[src/rtl/rtc_bus_sequencer.sv]
// RTC multiplexed address/data bus sequencer.
// One request per transaction: address phase, data phase, one-cycle fin.
module rtc_bus_sequencer #(
  parameter int T_SETUP = 2,
  parameter int T_PULSE = 4,
  parameter int T_HOLD  = 2,
  parameter int CW      = 8
) (
  input  logic       CLK,
  input  logic       reset,
  input  logic       start_wr,
  input  logic       start_rd,
  input  logic [7:0] dir,
  input  logic [7:0] dato_wr,
  output logic [7:0] dato_rd,
  output logic       fin,
  output logic       busy,
  output logic       CS_n,
  output logic       RD_n,
  output logic       WR_n,
  output logic       AD_n,
  output logic [7:0] AD_out,
  output logic       AD_oe,
  input  logic [7:0] AD_in
);

  typedef enum logic [2:0] {
    S_IDLE,
    S_ASET,
    S_APUL,
    S_AHLD,
    S_DSET,
    S_DPUL,
    S_DHLD,
    S_DONE
  } state_e;

  localparam logic [CW-1:0] LD_S = CW'(T_SETUP - 1);
  localparam logic [CW-1:0] LD_P = CW'(T_PULSE - 1);
  localparam logic [CW-1:0] LD_H = CW'(T_HOLD - 1);
  localparam logic [CW-1:0] ONE  = CW'(1);

  state_e        state_q, state_d;
  logic [CW-1:0] cnt_q, cnt_d;
  logic          wr_q, wr_d;
  logic [7:0]    dir_q, dir_d;
  logic [7:0]    dat_q, dat_d;
  logic [7:0]    rdat_q, rdat_d;
  logic          last;

  logic       cs_n_q, cs_n_d;
  logic       rd_n_q, rd_n_d;
  logic       wr_n_q, wr_n_d;
  logic       ad_n_q, ad_n_d;
  logic       oe_q, oe_d;
  logic [7:0] out_q, out_d;
  logic       fin_q, fin_d;
  logic       busy_q, busy_d;

  assign last = (cnt_q == '0);

  always_comb begin
    state_d = state_q;
    cnt_d   = cnt_q;
    wr_d    = wr_q;
    dir_d   = dir_q;
    dat_d   = dat_q;
    rdat_d  = rdat_q;
    unique case (state_q)
      S_IDLE: begin
        // write has priority when both requests arrive together
        if (start_wr || start_rd) begin
          wr_d    = start_wr;
          dir_d   = dir;
          dat_d   = dato_wr;
          state_d = S_ASET;
          cnt_d   = LD_S;
        end
      end
      S_ASET: begin
        if (last) begin
          state_d = S_APUL;
          cnt_d   = LD_P;
        end else begin
          cnt_d = cnt_q - ONE;
        end
      end
      S_APUL: begin
        if (last) begin
          state_d = S_AHLD;
          cnt_d   = LD_H;
        end else begin
          cnt_d = cnt_q - ONE;
        end
      end
      S_AHLD: begin
        if (last) begin
          state_d = S_DSET;
          cnt_d   = LD_S;
        end else begin
          cnt_d = cnt_q - ONE;
        end
      end
      S_DSET: begin
        if (last) begin
          state_d = S_DPUL;
          cnt_d   = LD_P;
        end else begin
          cnt_d = cnt_q - ONE;
        end
      end
      S_DPUL: begin
        if (last) begin
          // sample while RD_n is still low
          if (!wr_q) begin
            rdat_d = AD_in;
          end
          state_d = S_DHLD;
          cnt_d   = LD_H;
        end else begin
          cnt_d = cnt_q - ONE;
        end
      end
      S_DHLD: begin
        if (last) begin
          state_d = S_DONE;
          cnt_d   = '0;
        end else begin
          cnt_d = cnt_q - ONE;
        end
      end
      S_DONE: begin
        state_d = S_IDLE;
        cnt_d   = '0;
      end
      default: begin
        state_d = S_IDLE;
        cnt_d   = '0;
      end
    endcase
  end

  // Pin values are decoded from the next state so they register
  // in step with the state they belong to.
  always_comb begin
    cs_n_d = 1'b1;
    rd_n_d = 1'b1;
    wr_n_d = 1'b1;
    ad_n_d = 1'b1;
    oe_d   = 1'b0;
    out_d  = 8'h00;
    fin_d  = (state_d == S_DONE);
    busy_d = (state_d != S_IDLE);
    unique case (state_d)
      S_ASET, S_APUL, S_AHLD: begin
        cs_n_d = 1'b0;
        ad_n_d = 1'b0;
        oe_d   = 1'b1;
        out_d  = dir_d;
        wr_n_d = (state_d != S_APUL);
      end
      S_DSET, S_DPUL, S_DHLD: begin
        cs_n_d = 1'b0;
        if (wr_d) begin
          oe_d   = 1'b1;
          out_d  = dat_d;
          wr_n_d = (state_d != S_DPUL);
        end else begin
          rd_n_d = (state_d != S_DPUL);
        end
      end
      default: begin
        cs_n_d = 1'b1;
      end
    endcase
  end

  always_ff @(posedge CLK or posedge reset) begin
    if (reset) begin
      state_q <= S_IDLE;
      cnt_q   <= '0;
      wr_q    <= 1'b0;
      dir_q   <= 8'h00;
      dat_q   <= 8'h00;
      rdat_q  <= 8'h00;
      cs_n_q  <= 1'b1;
      rd_n_q  <= 1'b1;
      wr_n_q  <= 1'b1;
      ad_n_q  <= 1'b1;
      oe_q    <= 1'b0;
      out_q   <= 8'h00;
      fin_q   <= 1'b0;
      busy_q  <= 1'b0;
    end else begin
      state_q <= state_d;
      cnt_q   <= cnt_d;
      wr_q    <= wr_d;
      dir_q   <= dir_d;
      dat_q   <= dat_d;
      rdat_q  <= rdat_d;
      cs_n_q  <= cs_n_d;
      rd_n_q  <= rd_n_d;
      wr_n_q  <= wr_n_d;
      ad_n_q  <= ad_n_d;
      oe_q    <= oe_d;
      out_q   <= out_d;
      fin_q   <= fin_d;
      busy_q  <= busy_d;
    end
  end

  assign dato_rd = rdat_q;
  assign fin     = fin_q;
  assign busy    = busy_q;
  assign CS_n    = cs_n_q;
  assign RD_n    = rd_n_q;
  assign WR_n    = wr_n_q;
  assign AD_n    = ad_n_q;
  assign AD_out  = out_q;
  assign AD_oe   = oe_q;

endmodule

[config.mk]
export PLATFORM = sky130hd
export DESIGN_NAME = rtc_bus_sequencer
export DESIGN_NICKNAME = d
export VERILOG_FILES = /design/src/rtl/rtc_bus_sequencer.sv
export SDC_FILE = /design/constraint.sdc
export NUM_CORES = 1
export LEC_CHECK = 0
export BUFFER_PORTS_ARGS = -buffer_cell sky130_fd_sc_hd__buf_2
export CORE_ASPECT_RATIO = 1.75
export CORE_MARGIN = 3
export CORE_UTILIZATION = 45
export CTS_CLUSTER_DIAMETER = 60
export CTS_CLUSTER_SIZE = 25
export DETAILED_ROUTE_END_ITERATION = 7
export PLACE_DENSITY = 0.7
export SYNTH_ARGS = -nofsm -noshare
export SYNTH_HDL_FRONTEND = slang
export SYNTH_SLANG_ARGS = --single-unit
[constraint.sdc]
create_clock -name CLK -period 2.8 [get_ports CLK]
set_clock_uncertainty 0.05 [all_clocks]
set_input_delay 0 -clock CLK [delete_from_list [all_inputs] [get_ports CLK]]
set_output_delay 0 -clock CLK [all_outputs]
set_load 0.01 [all_outputs]
==> out/metrics.yaml, run 1 <==
via_per_inst: 5.40
drc_errors: 0
synth_area_leaders: "dfrtp_1, mux2i_1, mux2_2, dfstp_2, inv_1"
fin_util_pct: 62.6
dieHeight_um: 100
drt-total-wl_um: 4950
grt_first_pass_wirelength_um: 8390
finalCritPeriodShare_pct: 77.6
slowest_delay_ns: 0.60
initial_core_util_pct: 47.9
synth-seq-area-share_pct: 55.9
pre_cts_ws_ns: 0.618
ys.warnings.count: 0
worst_pin_slew_ns: 1.03
leakage_nw: 1.34
core_region_area_um2: 4790
cts_made_buffers: 5
max_freq_mhz: 460
cp_top_family: "simple AND/OR/NAND/NOR gates"
clockBufferDepth: 2
synth_edf_count: 0
port-buffer-count: 50
multiInputGateArea_um2: 891
fin_crit_ns: 2.17
nFillCells: 385
finalSetupTns_ns: 0
rsz0062_at_grt: "false"
critical_path.max_fanout: 17
synth_nets: 223
diodes: 0
peakVddDrop_mv: 0.555
place_inst: 293
synthArstFlopShare_pct: 100
synth_ff_type: "dfrtp_1"
avgSynthCellArea_um2: 11.8
setup.worst_path.end_class: "flop"
slew_headroom_pct: 31.1
antenna_found_initial: 0
grt_overflow_total: 0
synth_common_cells: "dfrtp_1, inv_1, mux2i_1, nor2_1"
yosysTopAreaCell: "dfrtp_1"
stdcell_count: 327
critPathKind: "reg -> reg"
io_pins: 51
syn_inst: 194
yosysMostFrequentCell: "dfrtp_1"
slew_violations: 0
antenna_left: 0
h-tree-depth: 2
post_drt_wl_per_cell_um: 15.1
synth_cell_types: 44
firstDrtPassIters: 4
cts_tree: "done"
hold_class: "in -> reg"
num_vias: 1767
p_per_area_nw_per_um2: 902
clkSinkCount: 51
worst-path-buf-inv: 0
cpMaxStageDelayCell: "or3_1"
hold_violations: 0
clockRootBuffer: "clkbuf_8"
num_rows: 33
syn_area_um2: 2290
maxCapViolations: 0
crit_chain: "or3_1 -> nor2_4 -> mux2i_1 -> o22ai_1"
grt_pass1_vias: 1834
setup_viol: 0
die_area_um2: 6020
regArea_um2: 1280
cts_setup_buffers: 0
startpoint_type: "flop"
arrival_ns: 2.29
synth_top_area_share_pct: 51.3
finalWorstSetupSlack_ns: 0.627
status: "finished, final reports clean"
drt_iter0_drc: 26
grt_max_degree: 52
drive_gt1_share_pct: 32.7
gp_congestion: 0.812
hpwl_um: 3460
nets: 303
grtUsageTotal_pct: 18.7
critical_path_required_ns: 2.92
clk_pin_slew_ns: 0.09
ys_ff_latch: 51
worstSkewPairLatency_ns: 0.30
fin_total_pwr_mw: 2.70
die_w_um: 60.0
cts.repair.resized: 0
area_growth_pct: 30.7
[state kept, by name (all words and copies together), names as in the netlist, 3 cells and up]
name	flops
AD_out	8
cnt_q	8
dat_q	8
dato_rd	8
dir_q	8
state_q	3
[logic make-up after synthesis]
group | after synthesis | share of synthesized area (%)
AO/OA/AOI/OAI | 42 | 13.0
XOR/XNOR | 7 | 2.67
adder cells (fa/ha/maj) | 1 | 0.545
buffers and inverters | 28 | 5.29
flip-flops | 51 | 55.9
multiplexers | 25 | 11.5
AND/OR/NAND/NOR | 40 | 11.1
[report_power, final]
| group | internal, mW | switching, mW |
|---|---|---|
| logic | 0.422 | 0.500 |
| registers | 1.02 | 0.161 |
| clock network | 0.356 | 0.246 |
| total | 1.80 | 0.906 |
[final cells by class]
type / instances / area share [%]
multi-input cells: 115 / 29.7
clock buffers: 5 / 2.30
clock inverters: 3 / 2.25
flip-flops and latches: 51 / 42.8
repair buffers: 81 / 18.3
well taps: 52 / 2.17
inverters: 20 / 2.51
[timing repair]
item / CTS / global route
hold buffers: 26 / 0
setup endpoints to repair: 0 / 0
hold endpoints to repair: 80 / 0
[through the flow]
stage / area, um^2 / hold slack [ns]
6_report: 3000 / 0.134
5_1_grt: 3000 / 0.164
4_1_cts: 3000 / 0.126
3_5_place_dp: 2600 / 0.186
3_3_place_gp: 2600 / 0.183
2_1_floorplan: 2290 / 0.0914
[path summary, 6_finish.rpt]
path	from	to	slack, ns	cells after the start
worst max-delay path	state_q[2]$_DFF_PP0_	AD_out[3]$_DFF_PP0_	0.63	4
worst min-delay path	start_rd	RD_n$_DFF_PP1_	0.13	4
worst max register to register	state_q[2]$_DFF_PP0_	AD_out[3]$_DFF_PP0_	0.63	4
worst min register to register	dir_q[1]$_DFF_PP0_	dir_q[1]$_DFF_PP0_	0.43	2
max in group asynchronous	reset	cnt_q[6]$_DFFE_PP0P_	1.63	3
min in group asynchronous	reset	dat_q[2]$_DFF_PP0_	0.45	3
[cell usage in the layout, fill, tap and decap left out, drive strengths merged, types with 3 or more instances in the layout]
cell type    instances
mux2i               15
clkbuf               5
xor2                 6
nor2                17
mux2                10
a21oi                4
dlygate4sd3         26
dfrtp               47
a31oi                3
dfstp                4
buf                 55
nand2                4
nand3                3
o21ai                8
inv                 20
o211ai               4
o22ai               10
nor3                 3
[worst min-delay path, stage by stage]
cell and delay [ns]:
buf_2 0.12, or4b_1 0.16, a22oi_1 0.10, nand3_1 0.09
[per-layer routing]
layer	routed length, um	GRT usage [%]	part of all wire [%]	vias to the layer above
li1	-	-	-	842
met2	2890	33.8	58	40
met5	0	0	0	-
met3	133	3.60	2.7	7
met1	1830	20.3	37	878
met4	99	8.02	2.0	0
(Power assumes the default switching activity.)
==> inputs of run 2 (changes only) <==
Settings changed: PLACE_DENSITY 0.7 to 0.73.
Clock period 2.8 ns to 1.8 ns, I/O delays scaled along.
==> out/metrics.yaml, run 2 (synthesis gave the netlist of run 1 again) <==
violations: "setup timing"
setup_viol: 25
maxCapViolations: 0
hold_violations: 0
cts_made_buffers: 5
startpoint_type: "flop"
cpMaxStageDelayCell: "dfrtp_1"
setup.worst_path.end_class: "flop"
hold_ws_ns: 0.147
io_pins: 51
via_per_inst: 5.62
stdcell_count: 360
die_w_um: 60.0
antenna_left: 0
status: "finished with violations"
max_freq_mhz: 519
layout_commonest_cell: "buf_2"
drc_errors: 0
slowest_delay_ns: 0.42
initial_core_util_pct: 47.9
place_inst: 319
slew_violations: 0
hpwl_um: 3810
grt_first_pass_wirelength_um: 9800
finalWorstSetupSlack_ns: -0.127
worst-path-buf-inv: 2
clockRootBuffer: "clkbuf_8"
firstDrtPassIters: 4
critPathKind: "reg -> reg"
leakage_nw: 1.57
drt_iter0_drc: 46
cp_top_family: "simple AND/OR/NAND/NOR gates"
nets: 336
port-buffer-count: 50
critical_path_required_ns: 1.93
final_cell_mix: "buf_2, dfrtp_1, buf_4, dlygate4sd3_1, inv_1"
worstSkewPairLatency_ns: 0.30
arrival_ns: 2.06
core_region_area_um2: 4790
design_area_um2: 3490
worst_pin_slew_ns: 0.476
clkSinkCount: 51
post_drt_wl_per_cell_um: 18.4
gp_congestion: 0.921
diodes: 0
fin_crit_ns: 1.93
dieHeight_um: 100
h-tree-depth: 2
clk_pin_slew_ns: 0.09
num_rows: 33
num_vias: 2023
slew_headroom_pct: 68.2
grt_pass1_vias: 2131
drive_gt1_share_pct: 48.1
area_growth_pct: 52.4
drt-total-wl_um: 6630
die_area_um2: 6020
critical_path.max_fanout: 8
grt_overflow_total: 0
grt_max_degree: 31
grtUsageTotal_pct: 21.7
fin_total_pwr_mw: 4.86
finalCritPeriodShare_pct: 107
cts_tree: "done"
clockBufferDepth: 2
placed_cell_area_um2: 2860
rsz0062_at_grt: "true"
hold_class: "in -> reg"
pre_cts_ws_ns: -0.0782
crit_chain: "buf_6 -> or3_4 -> nor2_4 -> clkbuf_16 -> mux2i_1 -> o22ai_1"
peakVddDrop_mv: 0.942
antenna_found_initial: 0
p_per_area_nw_per_um2: 1390
==> run 2: cell types whose count changed in the layout (fill, tap and decap cells not counted), moves of 4 or more <==
cell / previous run / this run
mux2i_2: 0 / 7
buf_4: 5 / 30
mux2_2: 10 / 6
mux2i_4: 0 / 7
buf_6: 0 / 4
mux2i_1: 15 / 1
mux2_4: 0 / 4
==> run 2: power by group <==
group	leakage, nW	switching (mW)	total [mW]	internal, mW
logic	0.932	1.09	2.25	1.17
registers	0.589	0.298	1.89	1.59
clock network	0.0515	0.363	0.715	0.351
total	1.57	1.75	4.86	3.11
==> run 2: metrics by stage <==
| stage | TNS (ns) | util (%) |
|---|---|---|
| after global placement | -0.493 | 59.7 |
| after detailed placement | -0.756 | 59.7 |
| after floorplan | -0.206 | - |
| after global routing | -3.25 | 73.0 |
| final | -1.22 | 73.0 |
| after CTS | -0.369 | 68.2 |
==> run 2: area by class of cell <==
class | count | area [um^2]
well taps | 52 | 65.1
fillers | 288 | 1290
clock buffers | 8 | 100
inverters | 20 | 75.1
multi-input cells | 115 | 1110
repair buffers | 114 | 866
flip-flops and latches | 51 | 1280
==> run 2: worst min-delay path: stages <==
cell and delay [ns]:
buf_2 0.12, or4b_1 0.17, a22oi_2 0.08, nand3_1 0.10
==> run 2: what timing repair did <==
action | 4_1_cts | 5_1_grt
buffers inserted | 2 | 4
gates cloned | 0 | 1
pin swaps | 3 | 4
endpoints found under the setup margin | 22 | 39
hold endpoints to repair | 51 | 0
hold buffers | 26 | 0
resized for setup | 6 | 35
==> run 2: routing by layer <==
layer | vias up | GRT usage (%) | share of wire [%]
li1 | 913 | - | -
met3 | 22 | 2.96 | 3.1
met4 | 0 | 10.6 | 3.3
met2 | 71 | 39.0 | 59
met5 | - | 0 | 0
met1 | 1017 | 23.9 | 34
==> run 2: worst paths after layout <==
check | end | slack, ns | cells after the start | start
min | RD_n$_DFF_PP1_ | 0.15 | 4 | start_rd
min in group asynchronous | dato_rd[6]$_DFFE_PP0P_ | 0.23 | 3 | reset
min reg2reg | dir_q[0]$_DFF_PP0_ | 0.45 | 2 | dir_q[0]$_DFF_PP0_
max in group asynchronous | AD_n$_DFF_PP1_ | 0.88 | 4 | reset
max | AD_out[7]$_DFF_PP0_ | -0.13 | 6 | state_q[2]$_DFF_PP0_
max reg2reg | AD_out[7]$_DFF_PP0_ | -0.13 | 6 | state_q[2]$_DFF_PP0_
==> inputs of run 3 (changes only) <==
Settings changed: PLACE_DENSITY 0.73 to 0.7.
Clock period 1.8 ns to 1.83 ns, I/O delays scaled along.
==> out/metrics.yaml, run 3 (synthesis gave the netlist of run 1 again) <==
status: "finished with violations"
final_cell_mix: "buf_2, dfrtp_1, buf_4, dlygate4sd3_1, inv_1"
hpwl_um: 3910
worstSkewPairLatency_ns: 0.30
clk_pin_slew_ns: 0.10
rsz0062_at_grt: "true"
maxCapViolations: 0
clkSinkCount: 51
stdcell_count: 364
die_area_um2: 6020
fin_total_pwr_mw: 4.86
violations: "setup timing"
clockBufferDepth: 2
area_growth_pct: 53.1
slew_violations: 0
diodes: 0
r2r_end: "dato_rd[3]$_DFFE_PP0P_"
slew_headroom_pct: 66.3
hold_class: "in -> reg"
sw_frac_of_total_pct: 35.5
leakage_nw: 1.59
port-buffer-count: 50
hold_violations: 0
worst_pin_slew_ns: 0.502
via_per_inst: 5.40
initial_core_util_pct: 47.9
reg2regPathDepth: 6
fin_crit_ns: 1.90
r2r_start: "cnt_q[0]$_DFFE_PP0P_"
hold_ws_ns: 0.106
grt_first_pass_wirelength_um: 9530
drt-total-wl_um: 6290
p_switching_mw: 1.73
clkPwrFrac_pct: 14.4
grtUsageTotal_pct: 21.1
max_freq_mhz: 527
drive_gt1_share_pct: 48.1
drc_errors: 0
h-tree-depth: 2
setup_viol: 16
finalSetupTns_ns: -0.464
antenna_found_initial: 0
core_region_area_um2: 4790
die_w_um: 60.0
startpoint_type: "flop"
r2r_setup_slack_ns: -0.07
cts_made_buffers: 5
finalWorstSetupSlack_ns: -0.0658
clockRootBuffer: "clkbuf_8"
critical_path.max_fanout: 8
critical_path_required_ns: 1.96
io_pins: 51
nets: 340
grt_max_degree: 52
post_drt_wl_per_cell_um: 17.3
num_rows: 33
seqPwrFrac_pct: 37.5
dieHeight_um: 100
p_per_area_nw_per_um2: 1380
internal_power_mw: 3.13
worstHoldEndpoint: "RD_n$_DFF_PP1_"
place_inst: 318
critPathKind: "reg -> reg"
antenna_left: 0
cts_tree: "done"
layout_commonest_cell: "buf_2"
grt_pass1_vias: 2060
hp-start: "start_rd"
peakVddDrop_mv: 0.974
num_vias: 1966
nFillCells: 294
hold_depth: 4
arrival_ns: 2.03
finalCritPeriodShare_pct: 104
gp_congestion: 0.835
firstDrtPassIters: 5
drt_iter0_drc: 74
setup.worst_path.end_class: "flop"
power_frac_comb_pct: 48.1
grt_overflow_total: 0
run 3: final cells by class:
cell class,instances,area [um^2],area share (%)
well taps,52,65.1,1.85
multi-input cells,115,1090,31.1
inverters,20,75.1,2.14
clock buffers,8,100,2.85
repair buffers,118,900,25.6
flip-flops and latches,51,1280,36.5
run 3: critical path, stage by stage, from the launching register on:
cell and delay [ns]:
dfrtp_1 0.41, inv_2 0.08, ha_4 0.15, or3b_4 0.41, nor2_4 0.13, nand4b_4 0.20, mux2_4 0.35
run 3: worst max path at each step:
stage,startpoint,end,cells after the start
after floorplan,cnt_q[0]$_DFFE_PP0P_,dato_rd[0]$_DFFE_PP0P_,6
after global placement,cnt_q[0]$_DFFE_PP0P_,dato_rd[7]$_DFFE_PP0P_,6
after detailed placement,cnt_q[0]$_DFFE_PP0P_,dato_rd[3]$_DFFE_PP0P_,6
after CTS,cnt_q[0]$_DFFE_PP0P_,dato_rd[3]$_DFFE_PP0P_,6
after global routing,cnt_q[0]$_DFFE_PP0P_,dato_rd[3]$_DFFE_PP0P_,6
final,cnt_q[0]$_DFFE_PP0P_,dato_rd[3]$_DFFE_PP0P_,6
run 3: power groups by stage:
stage          Sequential (mW)  Combinational (mW)  Clock (mW)
2_1_floorplan             1.85               0.961           0
3_3_place_gp              1.75                1.71           0
3_5_place_dp              1.76                1.75           0
4_1_cts                   1.76                1.92       0.716
5_1_grt                   1.86                2.51       0.742
6_report                  1.82                2.33       0.701
run 3: layer usage:
metal,vias up,routed length (um),GRT usage [%]
met1,961,2330,23.8
li1,921,-,-
met3,22,228,3.73
met2,62,3490,37.6
met5,-,0,0
met4,0,247,8.87
run 3: per-stage QoR:
step | utilization, % | instance area, um^2 | setup slack [ns]
after floorplan | - | 2300 | -0.00339
after global placement | 59.2 | 2830 | -0.0583
after detailed placement | 59.2 | 2830 | -0.0937
after CTS | 68.5 | 3280 | -0.0477
after global routing | 73.3 | 3510 | -0.0950
final | 73.3 | 3510 | -0.0658
run 3: timing repair:
action                     CTS  global route
hold endpoints to repair    84             0
setup endpoints to repair   23            35
setup buffers                2             9
pin swaps                    3             8
gates resized for setup     16            28
hold buffers                26             0
cloned                       0             1
